<file path="config.mk">
export PLATFORM = sky130hd
export DESIGN_NAME = imem_loader
export DESIGN_NICKNAME = d
export VERILOG_FILES = /design/src/rtl/imem_loader.sv
export SDC_FILE = /design/constraint.sdc
export NUM_CORES = 1
export LEC_CHECK = 0
export BUFFER_PORTS_ARGS = -buffer_cell sky130_fd_sc_hd__buf_2
export CORE_UTILIZATION = 58
export DETAILED_ROUTE_END_ITERATION = 16
export GPL_TIMING_DRIVEN = 1
export PLACE_DENSITY = 0.79
export SLEW_MARGIN = 20
export SYNTH_ARGS = -nofsm -noshare
export SYNTH_HDL_FRONTEND = slang
export SYNTH_SLANG_ARGS = --single-unit
</file>
<file path="constraint.sdc">
create_clock -name clk -period 2.4 [get_ports clk]
set_clock_uncertainty 0.2 [all_clocks]
set_input_delay 0.6 -clock clk [delete_from_list [all_inputs] [get_ports clk]]
set_output_delay 0.6 -clock clk [all_outputs]
set_load 0.005 [all_outputs]
</file>
<file path="src/rtl/imem_loader.sv">
// imem_loader: assembles a little-endian byte stream into 32-bit words and writes them
// to instruction memory at consecutive addresses, holding the core in reset until done.
module imem_loader #(
  parameter int ADDR_W = 8
) (
  input  logic              clk,
  input  logic              rst_n,
  input  logic              load_start,
  input  logic              in_valid,
  input  logic [7:0]        in_data,
  output logic              in_ready,
  output logic              mem_we,
  output logic [ADDR_W-1:0] mem_addr,
  output logic [31:0]       mem_wdata,
  output logic              cpu_hold,
  output logic              done,
  output logic              err
);

  localparam int unsigned DEPTH = 2 ** ADDR_W;

  typedef enum logic [2:0] {HDR0, HDR1, DATA, LAST, DONE, ERR} state_t;

  state_t      state;
  logic [15:0] count;
  logic [15:0] wordCnt;
  logic [1:0]  byteIdx;
  logic [23:0] shift;
  logic [15:0] hdrCount;
  logic        take;

  // load_start wins over a byte offered in the same cycle, so that byte is never consumed
  assign take     = in_valid && in_ready && !load_start;
  assign in_ready = rst_n && (state == HDR0 || state == HDR1 || state == DATA);
  assign hdrCount = {in_data, count[7:0]};

  // LAST covers the write-pulse cycle of the final word before the core is released
  always_ff @(posedge clk or negedge rst_n) begin
    if (!rst_n) begin
      state     <= HDR0;
      count     <= 16'd0;
      wordCnt   <= 16'd0;
      byteIdx   <= 2'd0;
      shift     <= 24'd0;
      mem_we    <= 1'b0;
      mem_addr  <= '0;
      mem_wdata <= 32'd0;
      cpu_hold  <= 1'b1;
      done      <= 1'b0;
      err       <= 1'b0;
    end else begin
      mem_we <= 1'b0;
      if (load_start) begin
        state    <= HDR0;
        count    <= 16'd0;
        wordCnt  <= 16'd0;
        byteIdx  <= 2'd0;
        shift    <= 24'd0;
        cpu_hold <= 1'b1;
        done     <= 1'b0;
        err      <= 1'b0;
      end else begin
        case (state)
          HDR0: begin
            if (take) begin
              count[7:0] <= in_data;
              state      <= HDR1;
            end
          end
          HDR1: begin
            if (take) begin
              count[15:8] <= in_data;
              if (hdrCount == 16'd0) begin
                state    <= DONE;
                done     <= 1'b1;
                cpu_hold <= 1'b0;
              end else if (32'(hdrCount) > DEPTH) begin
                state <= ERR;
                err   <= 1'b1;
              end else begin
                state <= DATA;
              end
            end
          end
          DATA: begin
            if (take) begin
              byteIdx <= byteIdx + 2'd1;
              if (byteIdx == 2'd3) begin
                mem_we    <= 1'b1;
                mem_wdata <= {in_data, shift};
                mem_addr  <= wordCnt[ADDR_W-1:0];
                wordCnt   <= wordCnt + 16'd1;
                if (wordCnt + 16'd1 == count) begin
                  state <= LAST;
                end
              end else begin
                shift <= {in_data, shift[23:8]};
              end
            end
          end
          LAST: begin
            state    <= DONE;
            done     <= 1'b1;
            cpu_hold <= 1'b0;
          end
          DONE, ERR: begin
          end
          default: state <= HDR0;
        endcase
      end
    end
  end

endmodule

</file>
==> results.txt, run 1 <==
top-area cell type share of the netlist area: 53.4%
Reg2Reg Setup Slack: 0.11 ns
Post-synth ARST share: 100%
hpwl dp: 7370 um
top_reg_cell synth: dfrtp_1
Synth Instances: 461
Seq cells post-synth: 105
crit path launch type: flop
status: finished, final reports clean
clock sink count: 105
CP endpoint kind: flop
first-pass GRT wire length: 17400 um
Arrival @ worst endpoint: 2.40 ns
Post-Layout Inst Area: 5510 um^2
vias in the first global route: 3434
Die H: 93.6 um
# H-tree levels: 3
Antenna Cells: 0
slew margin rel.: 55.6%
Initial Util: 59.6%
Post-Synthesis Cell Area: 4870 um^2
number of synthesized flops with an enable pin: 0
crit path time final: 2.29 ns
final number of hold-violating endpoints: 0
fillers: 644
Setup Viol. Count Final: 0
Slew Limit Fails: 0
Worst R2R End: state[0]
site row count: 33
Leakage: 2.65 nW
I/O pins: 57
final worst slack: 0.107 ns
setup TNS: 0 ns
RR Startpoint: wordCnt[1]
Clock Path Buffers: 2
drt wl/cell: 16.9 um
Synth Warn #: 0
via density per instance: 5.88
die outline area: 8770 um^2
Peak VDD IR: 389 uV
commonest non-fill, non-tap cell in the layout: dfrtp_1
worst slack at placement: 0.0491 ns
multi-input combinational cell area: 2110 um^2
maxcap violations: 0
initial antenna violation count: 0
fin crit share: 95.5%
Area contributors post-synth: dfrtp_1, mux2_2, nand2_1
Unique masters post-synth: 46
Core ar.: 8180 um^2
final wirelength: 10600 um
worst-margin pin slew: 0.660 ns
power per cell area: 549 nW/um^2
CP Class: reg -> reg
clk slew on worst S/H paths: 0.10 ns
cell area after placement: 5320 um^2
RD Place Congestion: 0.914
CP Data Required Time: 2.51 ns
HP Class: in -> async
worst-skew pair later-pin latency: 0.38 ns
Clock Tree Root: clkbuf_8
Total Routing Usage GR: 26.3%
f_max: 436 MHz
initial DRC count: 257
synth-to-layout area growth: 13.2%
Synth area leader: dfrtp_1
Die W: 93.6 um
largest net degree at the start of global routing: 106
antenna-violating nets left: 0
register area share after synthesis: 54.0%
router iterations before antenna repair: 6
syn_nets: 475
mean post-synth cell area: 10.6 um^2
Overflow after GRT: 0
CTS Buf Count: 9
post-CTS setup buffer count: 0
Storage cell area: 2630 um^2
layout cell share with drive strength beyond 1: 26.9%
Layout Nets: 531
Worst Path Max Fanout: 6
CTS tree: yes
# port buffers: 56
commonest non-fill, non-tap cells in the layout: dfrtp_1, nand2_1, buf_2
r2r worst-path depth: 7
drc violations: 0
RSZ-0062 raised after global routing: false
via count: 3681
-- logic make-up after synthesis --
| logic type | share of synthesized area, % |
|---|---|
| AND/OR/NAND/NOR | 17.9 |
| flip-flops | 54.0 |
| AO/OA/AOI/OAI | 6.83 |
| multiplexers | 11.5 |
| XOR/XNOR | 6.47 |
| buffers and inverters | 2.85 |
| adder cells (fa/ha/maj) | 0.514 |
-- per-layer routing --
layer | vias to the layer above | GRT usage, % | share of wire, %
li1 | 1699 | - | -
met1 | 1821 | 36.9 | 44
met2 | 138 | 40.3 | 47
met3 | 23 | 5.12 | 6.2
met4 | 0 | 10.5 | 2.2
met5 | - | 0 | 0
-- cells in the mapped netlist (2+ instances only) --
library cell,count
clkbuf_1,8
nand2_1,72
nor3_1,8
mux2_1,2
or3_1,4
nand3_2,2
nor2_1,35
buf_2,17
nor4_1,4
and3b_1,2
a21oi_1,42
xor2_1,11
ha_1,2
nand3_1,21
nand4_1,4
dfrtp_1,104
inv_1,3
mux2i_1,11
xnor2_1,25
and3_1,3
o21ai_0,6
a31oi_1,4
mux2_2,38
nand2b_1,3
and4_1,3
nor2_2,2
nor4_2,2
nor2b_1,5
-- registers in the layout (all words and copies together), names as in the netlist --
| name | count |
|---|---|
| state | 3 |
| shift | 24 |
| err | 1 |
| cpu_hold | 1 |
| wordCnt | 16 |
| mem_we | 1 |
| count | 16 |
| mem_addr | 8 |
| mem_wdata | 32 |
| done | 1 |
| byteIdx | 2 |
-- metrics by stage --
| stage | utilization (%) | hold WS, ns | total power [mW] | cells |
|---|---|---|---|---|
| after detailed placement | 65.1 | 0.273 | 2.00 | 611 |
| final | 67.4 | 0.100 | 3.03 | 626 |
| after global placement | 65.1 | 0.264 | 1.99 | 611 |
| after global routing | 67.4 | 0.152 | 3.14 | 626 |
| after CTS | 67.4 | 0.135 | 3.04 | 626 |
| after floorplan | - | 0.104 | 1.91 | 461 |
-- worst max path at each step --
stage,startpoint,end
2_1_floorplan,in_data[5],state[0]
3_3_place_gp,in_data[5],state[0]
3_5_place_dp,in_data[5],state[0]
4_1_cts,wordCnt[1],state[0]
5_1_grt,wordCnt[2],state[0]
6_report,wordCnt[1],state[0]
-- final cells by class --
type                       instances  area share [%]
sequential                       105            47.7
multi-input combinational        326            38.3
timing repair buffer              72            7.99
clock buffer                      10            2.50
tap                              105            2.38
clock inverter                     5           0.908
inverter                           3           0.204
-- report_power, final --
group	switching (mW)	internal [mW]	total, mW
clock network	0.642	0.420	1.06
registers	0.0122	1.78	1.79
logic	0.118	0.0563	0.174
total	0.772	2.26	3.03
-- what timing repair did --
item,4_1_cts,5_1_grt
gates resized for setup,0,2
hold buffers,0,0
setup endpoints to repair,0,1
-- worst max-delay path, stage by stage, from the launching register on --
cell	delay, ns
dfrtp_1	0.45
ha_1	0.25
nand3_1	0.23
nor4_2	0.35
xnor2_1	0.18
a22oi_1	0.11
nor3_2	0.28
a31o_1	0.18
No activity file was read; power rests on OpenSTA's default activity.
==> run 2, diff against run 1 <==
CORE_ASPECT_RATIO = 1.5   (was unset)
PLACE_DENSITY = unset   (was 0.79)
PLACE_DENSITY_LB_ADDON = 0.3   (was unset)
==> run 2 against run 1 <==
- global-route usage up 0.92 points
- final cell count up 1.8%
- maximum frequency up 4.0%
- clock power increased by 33%
- cell area increased by 2.6%
- core utilization up 2.8 points
- sequential share of layout area decreased by 1.2 points
- sequential power is essentially flat
- critical endpoint unchanged
- highest routed layer unchanged
- die area about the same
==> results.txt, run 2 (synthesis gave the netlist of run 1 again) <==
status: finished, final reports clean (unchanged)
crit path time final: 2.20 ns (was 2.29 ns)
power per cell area: 597 nW/um^2 (was 549 nW/um^2)
worst-skew pair later-pin latency: 0.35 ns (was 0.38 ns)
maxcap violations: 0 (unchanged)
RD Place Congestion: 0.875 (was 0.914)
via density per instance: 5.80 (was 5.88)
layout cell share with drive strength beyond 1: 28.2% (was 26.9%)
Net Sw Frac: 23.5% (was 25.5%)
die outline area: 8780 um^2 (was 8770 um^2)
final wirelength: 10900 um (was 10600 um)
site row count: 40 (was 33)
Crit. Startpoint: wordCnt[1] (unchanged)
clock sink count: 105 (unchanged)
vias in the first global route: 3612 (was 3434)
Clock Tree Root: clkbuf_16 (was clkbuf_8)
switching power: 0.794 mW (was 0.772 mW)
post-CTS setup buffer count: 0 (unchanged)
largest net degree at the start of global routing: 55 (was 106)
Die H: 114 um (was 93.6 um)
Worst Path Max Fanout: 6 (unchanged)
RR Startpoint: wordCnt[1] (unchanged)
antenna-violating nets left: 0 (unchanged)
f_max: 454 MHz (was 436 MHz)
worst slack at placement: 0.0196 ns (was 0.0491 ns)
# port buffers: 56 (unchanged)
Initial Util: 60.5% (was 59.6%)
Die W: 76.8 um (was 93.6 um)
Core ar.: 8060 um^2 (was 8180 um^2)
router iterations before antenna repair: 4 (was 6)
Comb pwr share: 5.3% (was 5.8%)
Clock Path Buffers: 2 (unchanged)
CTS tree: yes (unchanged)
initial DRC count: 228 (was 257)
drt wl/cell: 17.2 um (was 16.9 um)
total internal power: 2.58 mW (was 2.26 mW)
Arrival @ worst endpoint: 2.30 ns (was 2.40 ns)
number of flip-flops in the largest register: 32 (unchanged)
fillers: 598 (was 644)
Storage cell area: 2630 um^2 (unchanged)
Placed Instances: 621 (was 611)
hpwl dp: 7950 um (was 7370 um)
via count: 3695 (was 3681)
final number of hold-violating endpoints: 0 (unchanged)
synth-to-layout area growth: 16.2% (was 13.2%)
setup TNS: 0 ns (unchanged)
clock power share: 41.6% (was 35.1%)
first-pass GRT wire length: 18000 um (was 17400 um)
slew margin rel.: 55.1% (was 55.6%)
CTS Buf Count: 9 (unchanged)
Layout Nets: 541 (was 531)
initial antenna violation count: 0 (unchanged)
Slew Limit Fails: 0 (unchanged)
I/O pins: 57 (unchanged)
drc violations: 0 (unchanged)
Leakage: 2.73 nW (was 2.65 nW)
Top Registers: mem_wdata: 32 flops, shift: 24 flops (unchanged)
Antenna Cells: 0 (unchanged)
Overflow after GRT: 0 (unchanged)
crit path launch type: flop (unchanged)
Peak VDD IR: 428 uV (was 389 uV)
r2r worst-path depth: 7 (unchanged)
commonest non-fill, non-tap cell in the layout: dfrtp_1 (unchanged)
CP endpoint kind: flop (unchanged)
worst-margin pin slew: 0.674 ns (was 0.660 ns)
clk slew on worst S/H paths: 0.07 ns (was 0.10 ns)
Top reg by flops: mem_wdata (unchanged)
CP Class: reg -> reg (unchanged)
HP Class: in -> async (unchanged)
non-filler cells, final: 637 (was 626)
# H-tree levels: 3 (unchanged)
CP Data Required Time: 2.49 ns (was 2.51 ns)
multi-input combinational cell area: 2110 um^2 (about the same)
fin crit share: 91.8% (was 95.5%)
Setup Viol. Count Final: 0 (unchanged)
Core Util, Final: 70.2% (was 67.4%)
Sequential Power Share: 53.1% (was 59.2%)
RSZ-0062 raised after global routing: false (unchanged)
Total Routing Usage GR: 27.2% (was 26.3%)
commonest non-fill, non-tap cells in the layout: dfrtp_1, nand2_1, buf_2 (unchanged)
final worst slack: 0.196 ns (was 0.107 ns)
run 2: changes by cell type in the layout (fill, tap and decap cells not counted), sizes merged:
cell / previous run / this run
buf: 72 / 82
clkinv: 3 / 1
clkinvlp: 0 / 2
inv: 5 / 6
run 2: layout make-up:
cell class                      instances  area share (%)
Tap cell                              105            2.32
Sequential cell                       105            46.5
Timing Repair Buffer                   82            8.67
Multi-Input combinational cell        326            37.3
Clock inverter                          6           0.862
Clock buffer                           10            4.22
Inverter                                3           0.199
run 2: final timing paths:
check | slack (ns) | end
max | 0.20 | state[0]
min | 0.17 | wordCnt[6]
max reg2reg | 0.20 | state[0]
min reg2reg | 0.29 | mem_wdata[1]
max in group asynchronous | 0.69 | err
min in group clk | 0.29 | mem_wdata[1]
run 2: repair_timing:
item | 4_1_cts | 5_1_grt
hold buffers | 0 | 0
resized for setup | 0 | 1
setup endpoints to repair | 0 | 1
run 2: layer usage:
layer	vias to the layer above	wire, um	track usage [%]
met2	110	5780	47.7
li1	1714	-	-
met4	0	546	17.2
met1	1832	4150	30.0
met3	39	448	5.42
met5	-	0	0
run 2: power by group through the flow:
stage | clock network (mW) | logic [mW] | registers (mW)
5_1_grt | 1.50 | 0.200 | 1.79
2_1_floorplan | 0 | 0.0843 | 1.82
3_3_place_gp | 0 | 0.177 | 1.83
6_report | 1.41 | 0.180 | 1.79
3_5_place_dp | 0 | 0.182 | 1.83
4_1_cts | 1.44 | 0.182 | 1.79
run 2: worst max-delay path: stages, from the launching register on:
cell	delay, ns
dfrtp_1	0.42
ha_1	0.26
and3_2	0.28
nand3_2	0.17
xnor2_1	0.16
or3_1	0.31
a31oi_1	0.19
a31o_1	0.16
run 2: through the flow:
stage                     hold slack (ns)  instance area, um^2  power, mW
after CTS                           0.201                 5660       3.42
after detailed placement            0.281                 5370       2.01
final                               0.174                 5660       3.38
after global routing                0.234                 5660       3.50
after floorplan                     0.104                 4870       1.91
after global placement              0.262                 5370       2.00
